===== config.mk =====
export PLATFORM = sky130hd
export DESIGN_NAME = data_ram_arbiter_flat
export DESIGN_NICKNAME = d
export VERILOG_FILES = /design/src/rtl/data_ram_arbiter_if.sv /design/src/rtl/data_ram_arbiter.sv /design/src/flat_wrapper.sv
export SDC_FILE = /design/constraint.sdc
export NUM_CORES = 1
export LEC_CHECK = 0
export CELL_PAD_IN_SITES_DETAIL_PLACEMENT = 0
export CELL_PAD_IN_SITES_GLOBAL_PLACEMENT = 1
export CORE_MARGIN = 2
export CORE_UTILIZATION = 34
export CTS_BUF_LIST = sky130_fd_sc_hd__clkbuf_16
export DETAILED_ROUTE_END_ITERATION = 6
export PLACE_DENSITY = 0.95
export SETUP_SLACK_MARGIN = 0.2
export SLEW_MARGIN = 20
export SYNTH_ARGS = -nofsm -noshare
export SYNTH_HDL_FRONTEND = slang
export SYNTH_SLANG_ARGS = --single-unit
export TNS_END_PERCENT = 5

===== constraint.sdc =====
create_clock -name clock -period 3.9 [get_ports clock]
set_clock_uncertainty 0.05 [all_clocks]
set_input_delay 0.585 -clock clock [delete_from_list [all_inputs] [get_ports clock]]
set_output_delay 0.585 -clock clock [all_outputs]
set_load 0.005 [all_outputs]

===== src/rtl/data_ram_arbiter_if.sv =====
// data_ram_arbiter_if
//    Request/acknowledge bundle for the two requesters of the data RAM
//    arbiter: port A (load/store stage) and port B (I/O / DMA engine).
//
//    Per port x in {a, b}:
//       req_x    request, held with we/addr/wdata until ack
//       we_x     1 = write, 0 = read
//       addr_x   word address
//       wdata_x  write data
//       ack_x    one-cycle completion pulse
//       err_x    qualifies ack_x: address out of range
//       rdata_x  read result, valid with ack_x and held until the next ack_x
//
//    Modports: master = requester side, slave = arbiter side.
//    ADDR_WIDTH/DATA_WIDTH must match the arbiter instance it is attached to.
interface data_ram_arbiter_if #(
   parameter int ADDR_WIDTH = 10,
   parameter int DATA_WIDTH = 32
) ();
   logic                  req_a;
   logic                  we_a;
   logic [ADDR_WIDTH-1:0] addr_a;
   logic [DATA_WIDTH-1:0] wdata_a;
   logic                  ack_a;
   logic                  err_a;
   logic [DATA_WIDTH-1:0] rdata_a;

   logic                  req_b;
   logic                  we_b;
   logic [ADDR_WIDTH-1:0] addr_b;
   logic [DATA_WIDTH-1:0] wdata_b;
   logic                  ack_b;
   logic                  err_b;
   logic [DATA_WIDTH-1:0] rdata_b;

   modport master (
      output req_a, we_a, addr_a, wdata_a,
      output req_b, we_b, addr_b, wdata_b,
      input  ack_a, err_a, rdata_a,
      input  ack_b, err_b, rdata_b
   );

   modport slave (
      input  req_a, we_a, addr_a, wdata_a,
      input  req_b, we_b, addr_b, wdata_b,
      output ack_a, err_a, rdata_a,
      output ack_b, err_b, rdata_b
   );
endinterface


===== src/rtl/data_ram_arbiter.sv =====
// data_ram_arbiter
//    Shares one single-port data RAM between two requesters with round-robin
//    arbitration, one access at a time. Addresses at or beyond DEPTH are
//    answered with err and never reach the RAM.
//
//    Ports:
//       clock            system clock, everything on posedge
//       reset            synchronous active-high reset
//       bus              data_ram_arbiter_if.slave, requester ports A and B
//       busy             high whenever the sequencer is not idle
//       ram_address      RAM word address
//       ram_data         RAM write data
//       ram_write_enable RAM write strobe (one cycle per valid write)
//       ram_read_data    RAM read output, valid READ_LATENCY cycles after
//                        the address is presented
//
//    Sequence: IDLE -> ACCESS -> (WAIT x READ_LATENCY for reads) -> RESPOND,
//    or IDLE -> RESPOND directly for an out-of-range address.
//    Latency from the sampling edge: error 1, write 2, read 2+READ_LATENCY.
module data_ram_arbiter #(
   parameter int ADDR_WIDTH   = 10,
   parameter int DATA_WIDTH   = 32,
   parameter int DEPTH        = 271,
   parameter int READ_LATENCY = 1
) (
   input  logic                  clock,
   input  logic                  reset,
   data_ram_arbiter_if.slave     bus,
   output logic                  busy,
   output logic [ADDR_WIDTH-1:0] ram_address,
   output logic [DATA_WIDTH-1:0] ram_data,
   output logic                  ram_write_enable,
   input  logic [DATA_WIDTH-1:0] ram_read_data
);

   typedef enum logic [1:0] {ST_IDLE, ST_ACCESS, ST_WAIT, ST_RESPOND} state_t;

   // One extra bit so DEPTH == 2**ADDR_WIDTH still compares correctly.
   localparam logic [ADDR_WIDTH:0] DEPTH_LIM = (ADDR_WIDTH + 1)'(DEPTH);
   // WAIT lasts READ_LATENCY cycles; the counter runs down to zero.
   localparam logic [1:0] WAIT_INIT = 2'(READ_LATENCY - 1);

   state_t                state_reg;
   logic                  grant_b_reg;       // port currently being served
   logic                  last_grant_b_reg;  // port served most recently
   logic                  we_reg;
   logic [1:0]            wait_cnt_reg;
   logic                  busy_reg;
   logic                  ack_a_reg, ack_b_reg;
   logic                  err_a_reg, err_b_reg;
   logic [DATA_WIDTH-1:0] rdata_a_reg, rdata_b_reg;
   logic [ADDR_WIDTH-1:0] ram_address_reg;
   logic [DATA_WIDTH-1:0] ram_data_reg;
   logic                  ram_we_reg;

   logic                  sel_b;
   logic                  sel_we;
   logic [ADDR_WIDTH-1:0] sel_addr;
   logic [DATA_WIDTH-1:0] sel_wdata;
   logic                  sel_err;

   // Arbitration: a lone requester wins; on a tie the port that was not
   // served last wins.
   always_comb begin
      sel_b     = bus.req_b && (!bus.req_a || !last_grant_b_reg);
      sel_we    = sel_b ? bus.we_b    : bus.we_a;
      sel_addr  = sel_b ? bus.addr_b  : bus.addr_a;
      sel_wdata = sel_b ? bus.wdata_b : bus.wdata_a;
      sel_err   = {1'b0, sel_addr} >= DEPTH_LIM;
   end

   always_ff @(posedge clock) begin
      if (reset) begin
         state_reg        <= ST_IDLE;
         grant_b_reg      <= 1'b0;
         last_grant_b_reg <= 1'b1;
         we_reg           <= 1'b0;
         wait_cnt_reg     <= 2'd0;
         busy_reg         <= 1'b0;
         ack_a_reg        <= 1'b0;
         ack_b_reg        <= 1'b0;
         err_a_reg        <= 1'b0;
         err_b_reg        <= 1'b0;
         rdata_a_reg      <= '0;
         rdata_b_reg      <= '0;
         ram_address_reg  <= '0;
         ram_data_reg     <= '0;
         ram_we_reg       <= 1'b0;
      end else begin
         // Pulses default low; set only on the transition that needs them.
         ack_a_reg  <= 1'b0;
         ack_b_reg  <= 1'b0;
         err_a_reg  <= 1'b0;
         err_b_reg  <= 1'b0;
         ram_we_reg <= 1'b0;
         case (state_reg)
            ST_IDLE: begin
               if (bus.req_a || bus.req_b) begin
                  grant_b_reg      <= sel_b;
                  last_grant_b_reg <= sel_b;
                  we_reg           <= sel_we;
                  busy_reg         <= 1'b1;
                  if (sel_err) begin
                     // Skip the RAM entirely; a rejected read returns zero.
                     state_reg <= ST_RESPOND;
                     if (sel_b) begin
                        ack_b_reg <= 1'b1;
                        err_b_reg <= 1'b1;
                        if (!sel_we) rdata_b_reg <= '0;
                     end else begin
                        ack_a_reg <= 1'b1;
                        err_a_reg <= 1'b1;
                        if (!sel_we) rdata_a_reg <= '0;
                     end
                  end else begin
                     // Registered RAM drive so it is valid during ACCESS.
                     state_reg       <= ST_ACCESS;
                     ram_address_reg <= sel_addr;
                     ram_data_reg    <= sel_wdata;
                     ram_we_reg      <= sel_we;
                  end
               end
            end
            ST_ACCESS: begin
               if (we_reg) begin
                  state_reg <= ST_RESPOND;
                  if (grant_b_reg) ack_b_reg <= 1'b1;
                  else             ack_a_reg <= 1'b1;
               end else begin
                  state_reg    <= ST_WAIT;
                  wait_cnt_reg <= WAIT_INIT;
               end
            end
            ST_WAIT: begin
               // ram_address_reg is untouched here, so the address stays
               // stable for the whole read pipeline.
               if (wait_cnt_reg == 2'd0) begin
                  state_reg <= ST_RESPOND;
                  if (grant_b_reg) begin
                     rdata_b_reg <= ram_read_data;
                     ack_b_reg   <= 1'b1;
                  end else begin
                     rdata_a_reg <= ram_read_data;
                     ack_a_reg   <= 1'b1;
                  end
               end else begin
                  wait_cnt_reg <= wait_cnt_reg - 2'd1;
               end
            end
            ST_RESPOND: begin
               state_reg <= ST_IDLE;
               busy_reg  <= 1'b0;
            end
            default: state_reg <= ST_IDLE;
         endcase
      end
   end

   assign bus.ack_a        = ack_a_reg;
   assign bus.ack_b        = ack_b_reg;
   assign bus.err_a        = err_a_reg;
   assign bus.err_b        = err_b_reg;
   assign bus.rdata_a      = rdata_a_reg;
   assign bus.rdata_b      = rdata_b_reg;
   assign busy             = busy_reg;
   assign ram_address      = ram_address_reg;
   assign ram_data         = ram_data_reg;
   assign ram_write_enable = ram_we_reg;

endmodule

===== src/flat_wrapper.sv =====
// flat-port wrapper written by rule: the top's interface ports become plain ports
module data_ram_arbiter_flat 
#(
   parameter int ADDR_WIDTH   = 10,
   parameter int DATA_WIDTH   = 32,
   parameter int DEPTH        = 271,
   parameter int READ_LATENCY = 1
)
  (clock, reset, busy, ram_address, ram_data, ram_write_enable, ram_read_data, bus_req_a, bus_we_a, bus_addr_a, bus_wdata_a, bus_req_b, bus_we_b, bus_addr_b, bus_wdata_b, bus_ack_a, bus_err_a, bus_rdata_a, bus_ack_b, bus_err_b, bus_rdata_b);
  data_ram_arbiter_if #(.ADDR_WIDTH(ADDR_WIDTH), .DATA_WIDTH(DATA_WIDTH)) bus_i ();
  input  logic clock;
  input  logic reset;
  output logic busy;
  output logic [ADDR_WIDTH-1:0] ram_address;
  output logic [DATA_WIDTH-1:0] ram_data;
  output logic ram_write_enable;
  input  logic [DATA_WIDTH-1:0] ram_read_data;
  input wire logic [$bits(bus_i.req_a)-1:0] bus_req_a;
  input wire logic [$bits(bus_i.we_a)-1:0] bus_we_a;
  input wire logic [$bits(bus_i.addr_a)-1:0] bus_addr_a;
  input wire logic [$bits(bus_i.wdata_a)-1:0] bus_wdata_a;
  input wire logic [$bits(bus_i.req_b)-1:0] bus_req_b;
  input wire logic [$bits(bus_i.we_b)-1:0] bus_we_b;
  input wire logic [$bits(bus_i.addr_b)-1:0] bus_addr_b;
  input wire logic [$bits(bus_i.wdata_b)-1:0] bus_wdata_b;
  output wire logic [$bits(bus_i.ack_a)-1:0] bus_ack_a;
  output wire logic [$bits(bus_i.err_a)-1:0] bus_err_a;
  output wire logic [$bits(bus_i.rdata_a)-1:0] bus_rdata_a;
  output wire logic [$bits(bus_i.ack_b)-1:0] bus_ack_b;
  output wire logic [$bits(bus_i.err_b)-1:0] bus_err_b;
  output wire logic [$bits(bus_i.rdata_b)-1:0] bus_rdata_b;
  assign bus_i.req_a = bus_req_a;
  assign bus_i.we_a = bus_we_a;
  assign bus_i.addr_a = bus_addr_a;
  assign bus_i.wdata_a = bus_wdata_a;
  assign bus_i.req_b = bus_req_b;
  assign bus_i.we_b = bus_we_b;
  assign bus_i.addr_b = bus_addr_b;
  assign bus_i.wdata_b = bus_wdata_b;
  assign bus_ack_a = bus_i.ack_a;
  assign bus_err_a = bus_i.err_a;
  assign bus_rdata_a = bus_i.rdata_a;
  assign bus_ack_b = bus_i.ack_b;
  assign bus_err_b = bus_i.err_b;
  assign bus_rdata_b = bus_i.rdata_b;
  data_ram_arbiter #(.ADDR_WIDTH(ADDR_WIDTH), .DATA_WIDTH(DATA_WIDTH), .DEPTH(DEPTH), .READ_LATENCY(READ_LATENCY)) u_core (.clock(clock), .reset(reset), .bus(bus_i), .busy(busy), .ram_address(ram_address), .ram_data(ram_data), .ram_write_enable(ram_write_enable), .ram_read_data(ram_read_data));
endmodule

==> run_results.csv, run 1 <==
group,metric,value,unit
synth,synth_compound_gate_area_share,0.1434,
synth,synth.area.top_cells,"dfxtp_1, mux2i_1, a311oi_2, nand2_1, nand2b_1",
sta,period_minus_slack,2.832,ns
sta,fin_crit_sh,0.7262,
job,maxCapViolCount,0,
sta,setup_viol,0,
power_and_ir_drop,seq_power_share,0.326,
sta,maxSlewHeadroom,0.4810,
grt,gr-total-overflow,0,
place,io_buffers,233,
floorplanning,coreArea,15940,µm²
synth,yosys_warnings,0,
synth,syn_nets,698,
clocking,clock_latency,0.41,ns
clocking,cts_resized,0,
clocking,htree_levels,4,
worst_setup_path,critical_path.max_fanout,23,
power_and_ir_drop,p_int,3120,µW
clocking,cts_tree,"built",
clocking,cts_root_buf,"clkbuf_16",
grt,antenna_found_initial,0,
detailed_routing,wl_per_cell,15.84,µm
synth,synth_cells,571,
synth,avgSynthCellArea,9.764,µm²
detailed_routing,drc,0,
worst_setup_path,cp-start-kind,"primary input",
detailed_routing,viasPerCell,4.712,
status,status,"finished, final reports clean",
synth,async_reset_ff_frac,0,
sta,finalHoldViolations,0,
synth,yosysSeqAreaShare,0.4273,
clocking,clock-sinks,119,
sta,grt_setup_unrepaired,"no",
place,gp_congestion,0.8074,
synth,synth_top_family_by_area,"simple AND/OR/NAND/NOR gates",
place,post-place-ws,0.6565,ns
synth,synthSimpleGateAreaFrac,0.2446,
cells_and_area,nNetsFinal,918,
synth,synth-edff-count,0,
min_path,min_path_type,"reg -> reg",
power_and_ir_drop,p_leak,0.003386,µW
worst_setup_path,crit_arrival,3.11,ns
synth,synthMuxAreaShare,0.1187,
clocking,post_cts.repair.setup_buffers,0,
detailed_routing,dr.first_iter.drc_count,194,
sta,fin_setup_tns,0,ns
sta,tightest_slew,0.7786,ns
power_and_ir_drop,switching_power,1356,µW
detailed_routing,first_pass_iters,4,
synth,ys.flop_type,"dfxtp_1",
floorplanning,initial_core_util,0.3497,
cells_and_area,antenna_cells,0,
floorplanning,design.die.area,17440,µm²
power_and_ir_drop,vdd_drop_max,0.2844,mV
power_and_ir_drop,pwr-share-comb,0.290,
synth,ys_ff_latch,119,
worst_setup_path,reg2reg_setup_slack,1.24,ns
cells_and_area,stdcell_count,1020,
synth,synth_cell_types,39,
grt,grtUsageTotal,0.1861,
grt,grt_pass1_vias,4873,
grt,grt_max_degree,87,
worst_setup_path,cp_data_required_time,4.17,ns
clocking,cts_buffers,17,
detailed_routing,drtAntennaViolNets,0,
clocking,clk_pin_slew_worst_paths,0.06,ns
worst_setup_path,crit_type,"in -> reg",
clocking,cts_buffer_depth,2,
floorplanning,fp.dieW,132.1,µm
cells_and_area,drive_gt1_frac,0.1692,
synth,synthAdderAreaFrac,0.01122,
detailed_routing,num_vias,4806,
floorplanning,ioPinCount,234,
floorplanning,die_h,132.1,µm
sta,max_freq,0.3531,GHz
cells_and_area,area_growth,55.99,%
synth,synth.top_cell.area_share,0.4273,
worst_setup_path,end_kind,"register",
floorplanning,placementRows,46,
sta,slew_viol_final,0,
place,dpl.cell_count,988,
synth,synth_area,5575,µm²
power_and_ir_drop,p_clk_frac,0.384,
detailed_routing,routed_wl,16150,µm
clocking,cts_hold_buffers,0,
sta,setup_slack,1.068,ns
power_and_ir_drop,powerDensity,514.7,nW/µm²
synth,synth_xor_area_frac,0,
power_and_ir_drop,switching_share,0.3029,
grt,grt_pass1_wl,25790,µm
synth,synth_area_leader_cell,"dfxtp_1",
place,dp_hpwl,11290,µm
## kinds of logic after synthesis
family	Yosys count
AOI/OAI and AO/OA	66
buffers and inverters	49
muxes	66
adders and majority gates	5
DFF	119
and+or+nand+nor	266
## stage by stage
step / hold slack (ns) / util / power [µW] / area [µm²]
after floorplan: 0.4070 / - / 2270 / 5575
after global placement: 0.4109 / 0.5052 / 2776 / 8054
after detailed placement: 0.4158 / 0.5052 / 2788 / 8054
after CTS: 0.4261 / 0.5455 / 4516 / 8697
after global routing: 0.4434 / 0.5455 / 4700 / 8697
final: 0.4224 / 0.5455 / 4476 / 8697
## worst max-delay path: stages
cell and delay [ns]:
clkdlybuf4s50_1 0.43, or4_4 0.56, nor4_4 0.41, o31a_2 0.57
buf_12 0.27, nor2_2 0.05, a311oi_2 0.22
## synthesized netlist by cell type (all sizes together), types with 2 or more instances
master and n:
nor3 7, mux2i 65, nand2b 64, nor3b 3, dfxtp 119, nor2 54, or4 2, buf 15
or2 2, nor2b 3, nor4 5, and4 2, o21ai 5, nand3 2, ha 5, nand2 122
clkbuf 28, a32oi 2, a311oi 40, inv 6, a21oi 8
## layout by cell type (no fill, tap or decap), types with 2 or more instances in the layout
master and instances:
nor2_2 40, clkdlybuf4s50_1 232, or4_4 2, dfxtp_1 119
nor2_1 13, nand3_1 2, clkinv_4 5, nor2b_1 2
a21oi_1 8, mux2i_1 65, inv_1 6, inv_6 4
bufinv_16 4, buf_4 7, clkbuf_16 17, or2_2 2
a311oi_2 39, buf_12 5, o21ai_0 5, nor4_4 2
nor3_1 7, nand2_1 122, and4_1 2, ha_1 5
nand2b_1 64, nor4_1 3, nor3b_1 3
## layout make-up
cell class	instances	area, µm²
multi-input cells	403	2904
inverters	6	22.52
well taps	216	270.3
repair buffers	244	2475
fillers	1435	7246
clock buffers	17	425.4
flip-flops and latches	119	2382
clock inverters	15	217.7
## power by group through the flow
stage	Sequential [µW]	Clock, µW	Combinational, µW
floorplan	1480	0	790
global placement	1480	0	1290
detailed placement	1480	0	1300
CTS	1460	1750	1310
global route	1480	1810	1410
finish	1460	1720	1300
## path summary, 6_finish.rpt
kind | start | to | cells after the start
setup reg to reg | u_core.state_reg[0]$_SDFFE_PP0P_ | u_core.ram_data[8]$_SDFFE_PP0P_ | 7
hold reg to reg | u_core.ram_address[9]$_SDFFE_PP0P_ | u_core.ram_address[9]$_SDFFE_PP0P_ | 1
setup / recovery | bus_addr_b[5] | u_core.ram_data[8]$_SDFFE_PP0P_ | 7
hold / removal | u_core.ram_address[9]$_SDFFE_PP0P_ | u_core.ram_address[9]$_SDFFE_PP0P_ | 1
## routing by layer
layer  GRT usage  vias to the layer above  share of wire  wire (µm)
met5           0                        -              0          0
met4     0.08213                        0          0.030        477
met3     0.06075                       35          0.074       1196
met2      0.3076                      167           0.47       7628
met1      0.2207                     2209           0.42       6850
li1            -                     2395              -          -
No activity file was read; power rests on OpenSTA's default activity.
==> run 2: changes to the inputs <==
--- a/config.mk
+++ b/config.mk
@@ -8,10 +8,10 @@
 export CELL_PAD_IN_SITES_DETAIL_PLACEMENT = 0
 export CELL_PAD_IN_SITES_GLOBAL_PLACEMENT = 1
 export CORE_MARGIN = 2
-export CORE_UTILIZATION = 34
+export CORE_UTILIZATION = 32
 export CTS_BUF_LIST = sky130_fd_sc_hd__clkbuf_16
 export DETAILED_ROUTE_END_ITERATION = 6
-export PLACE_DENSITY = 0.95
+export PLACE_DENSITY = 0.91
 export SETUP_SLACK_MARGIN = 0.2
 export SLEW_MARGIN = 20
 export SYNTH_ARGS = -nofsm -noshare
==> constraint.sdc (replaced) <==
create_clock -name clock -period 2.7 [get_ports clock]
set_clock_uncertainty 0.05 [all_clocks]
set_input_delay 0.405 -clock clock [delete_from_list [all_inputs] [get_ports clock]]
set_output_delay 0.405 -clock clock [all_outputs]
set_load 0.005 [all_outputs]
==> run 2 against run 1 <==
Clock power grew 31%; sequential share of layout area shrank 0.10 points; largest power group unchanged; largest cell class unchanged; final cell count grew 1.8%.
==> run_results.csv, run 2 (synthesis gave the netlist of run 1 again) <==
group,metric,value,unit
status,status,"finished, final reports clean",
sta,tightest_slew,0.6320,ns
worst_setup_path,worstReg2RegStart,"u_core.state_reg[0]$_SDFFE_PP0P_",
clocking,clock_latency,0.41,ns
floorplanning,fp.dieW,136.0,µm
power_and_ir_drop,p_leak,0.003412,µW
detailed_routing,drtAntennaViolNets,0,
place,io_buffers,233,
sta,maxSlewHeadroom,0.5787,
floorplanning,initial_core_util,0.3246,
sta,setup_viol,0,
worst_setup_path,cp-start-kind,"primary input",
cells_and_area,layout_commonest_cell,"clkdlybuf4s50_1",
sta,max_freq,0.4297,GHz
detailed_routing,num_vias,4871,
clocking,cts_buffers,17,
power_and_ir_drop,pwr-share-comb,0.305,
power_and_ir_drop,powerDensity,717.5,nW/µm²
clocking,cts_buffer_depth,2,
grt,grtUsageTotal,0.1745,
sta,finalHoldViolations,0,
floorplanning,design.die.area,18490,µm²
detailed_routing,drc,0,
clocking,cts_resized,0,
worst_setup_path,r2r_end,"u_core.bus.rdata_a[22]$_SDFFE_PP0P_",
sta,fin_crit_sh,0.8619,
job,maxCapViolCount,0,
worst_setup_path,crit_arrival,2.60,ns
clocking,cts_root_buf,"clkbuf_16",
worst_setup_path,crit_type,"in -> reg",
clocking,post_cts.repair.setup_buffers,0,
cells_and_area,stdcell_count,1038,
cells_and_area,nNetsFinal,927,
place,dpl.cell_count,1006,
cells_and_area,mostFrequentLayoutCells,"clkdlybuf4s50_1, nand2_1, dfxtp_1, mux2i_1, nand2b_1",
clocking,cts_tree,"built",
detailed_routing,dr.first_iter.drc_count,164,
clocking,clk_pin_slew_worst_paths,0.06,ns
detailed_routing,first_pass_iters,4,
floorplanning,placementRows,48,
place,gp_congestion,0.8348,
sta,period_minus_slack,2.327,ns
detailed_routing,viasPerCell,4.693,
worst_setup_path,end_kind,"register",
cells_and_area,fin_area,8730,µm²
floorplanning,die_h,136.0,µm
min_path,hold_path_end,"u_core.bus.rdata_a[11]$_SDFFE_PP0P_",
grt,grt_pass1_wl,25240,µm
power_and_ir_drop,p_clk_frac,0.359,
floorplanning,ioPinCount,234,
cells_and_area,antenna_cells,0,
clocking,cts_hold_buffers,0,
sta,grt_setup_unrepaired,"no",
worst_setup_path,critical_path.max_fanout,33,
power_and_ir_drop,seq_power_share,0.335,
worst_setup_path,crit_start,"bus_addr_b[5]",
clocking,clock-sinks,119,
sta,slew_viol_final,0,
min_path,min-delay-start,"u_core.bus.rdata_a[11]$_SDFFE_PP0P_",
power_and_ir_drop,switching_share,0.3158,
power_and_ir_drop,switching_power,1978,µW
detailed_routing,routed_wl,16000,µm
place,dp_hpwl,11350,µm
floorplanning,coreArea,17180,µm²
min_path,min_path_type,"reg -> reg",
worst_setup_path,cp_data_required_time,2.97,ns
grt,grt_max_degree,69,
grt,grt_pass1_vias,4894,
grt,gr-total-overflow,0,
power_and_ir_drop,p_int,4285,µW
cells_and_area,area_growth,56.58,%
detailed_routing,wl_per_cell,15.41,µm
power_and_ir_drop,vdd_drop_max,0.4437,mV
cells_and_area,drive_gt1_frac,0.1784,
min_path,min_path_cells,2,
worst_setup_path,ff2ff_path_depth,8,
grt,antenna_found_initial,0,
place,place_area,8145,µm²
clocking,htree_levels,4,
worst_setup_path,reg2reg_setup_slack,0.44,ns
-- run 2: worst max-delay path, cell delays in order --
cell	delay, ns
clkdlybuf4s50_1	0.42
or4_4	0.56
nor4_4	0.33
o31a_2	0.30
buf_12	0.25
nor2_2	0.06
a311oi_2	0.24
-- run 2: cell type report --
class	instances	area, µm²
Fill cell	1599	8447
Multi-Input combinational cell	403	2904
Timing Repair Buffer	253	2555
Sequential cell	119	2382
Clock buffer	17	425.4
Tap cell	225	281.5
Clock inverter	15	158.9
Inverter	6	22.52
-- run 2: worst max-delay path by stage --
stage / to / slack, ns / depth (start not counted)
2_1_floorplan: u_core.bus.rdata_b[0]$_SDFFE_PP0P_ / 0.51 / 6
3_3_place_gp: u_core.bus.rdata_a[9]$_SDFFE_PP0P_ / -0.01 / 8
3_5_place_dp: u_core.ram_data[28]$_SDFFE_PP0P_ / -0.09 / 7
4_1_cts: u_core.ram_data[28]$_SDFFE_PP0P_ / 0.35 / 7
5_1_grt: u_core.ram_data[23]$_SDFFE_PP0P_ / 0.20 / 7
6_report: u_core.ram_data[28]$_SDFFE_PP0P_ / 0.37 / 7
-- run 2: power by group through the flow --
stage | clock [µW] | sequential (µW) | combinational, µW
floorplan | 0 | 2140 | 1140
global placement | 0 | 2140 | 1910
detailed placement | 0 | 2140 | 1930
CTS | 2320 | 2100 | 1940
global route | 2380 | 2130 | 2100
finish | 2250 | 2100 | 1910
-- run 2: stage by stage --
step           setup slack (ns)  setup TNS, ns  total power, µW  hold slack, ns  utilization
2_1_floorplan            0.5070              0             3280          0.4070            -
3_3_place_gp           -0.01409        -0.1991             4048          0.4108       0.4742
3_5_place_dp           -0.08986         -4.308             4066          0.4170       0.4742
4_1_cts                  0.3496              0             6358          0.4294       0.5082
5_1_grt                  0.2014              0             6599          0.4446       0.5082
6_report                 0.3729              0             6264          0.4219       0.5082
-- run 2: per-layer routing --
layer,vias to the layer above,part of all wire,GRT usage
met1,2254,0.42,0.2075
met4,0,0.018,0.05671
met3,23,0.11,0.07830
li1,2422,-,-
met5,-,0,0
met2,172,0.46,0.2811
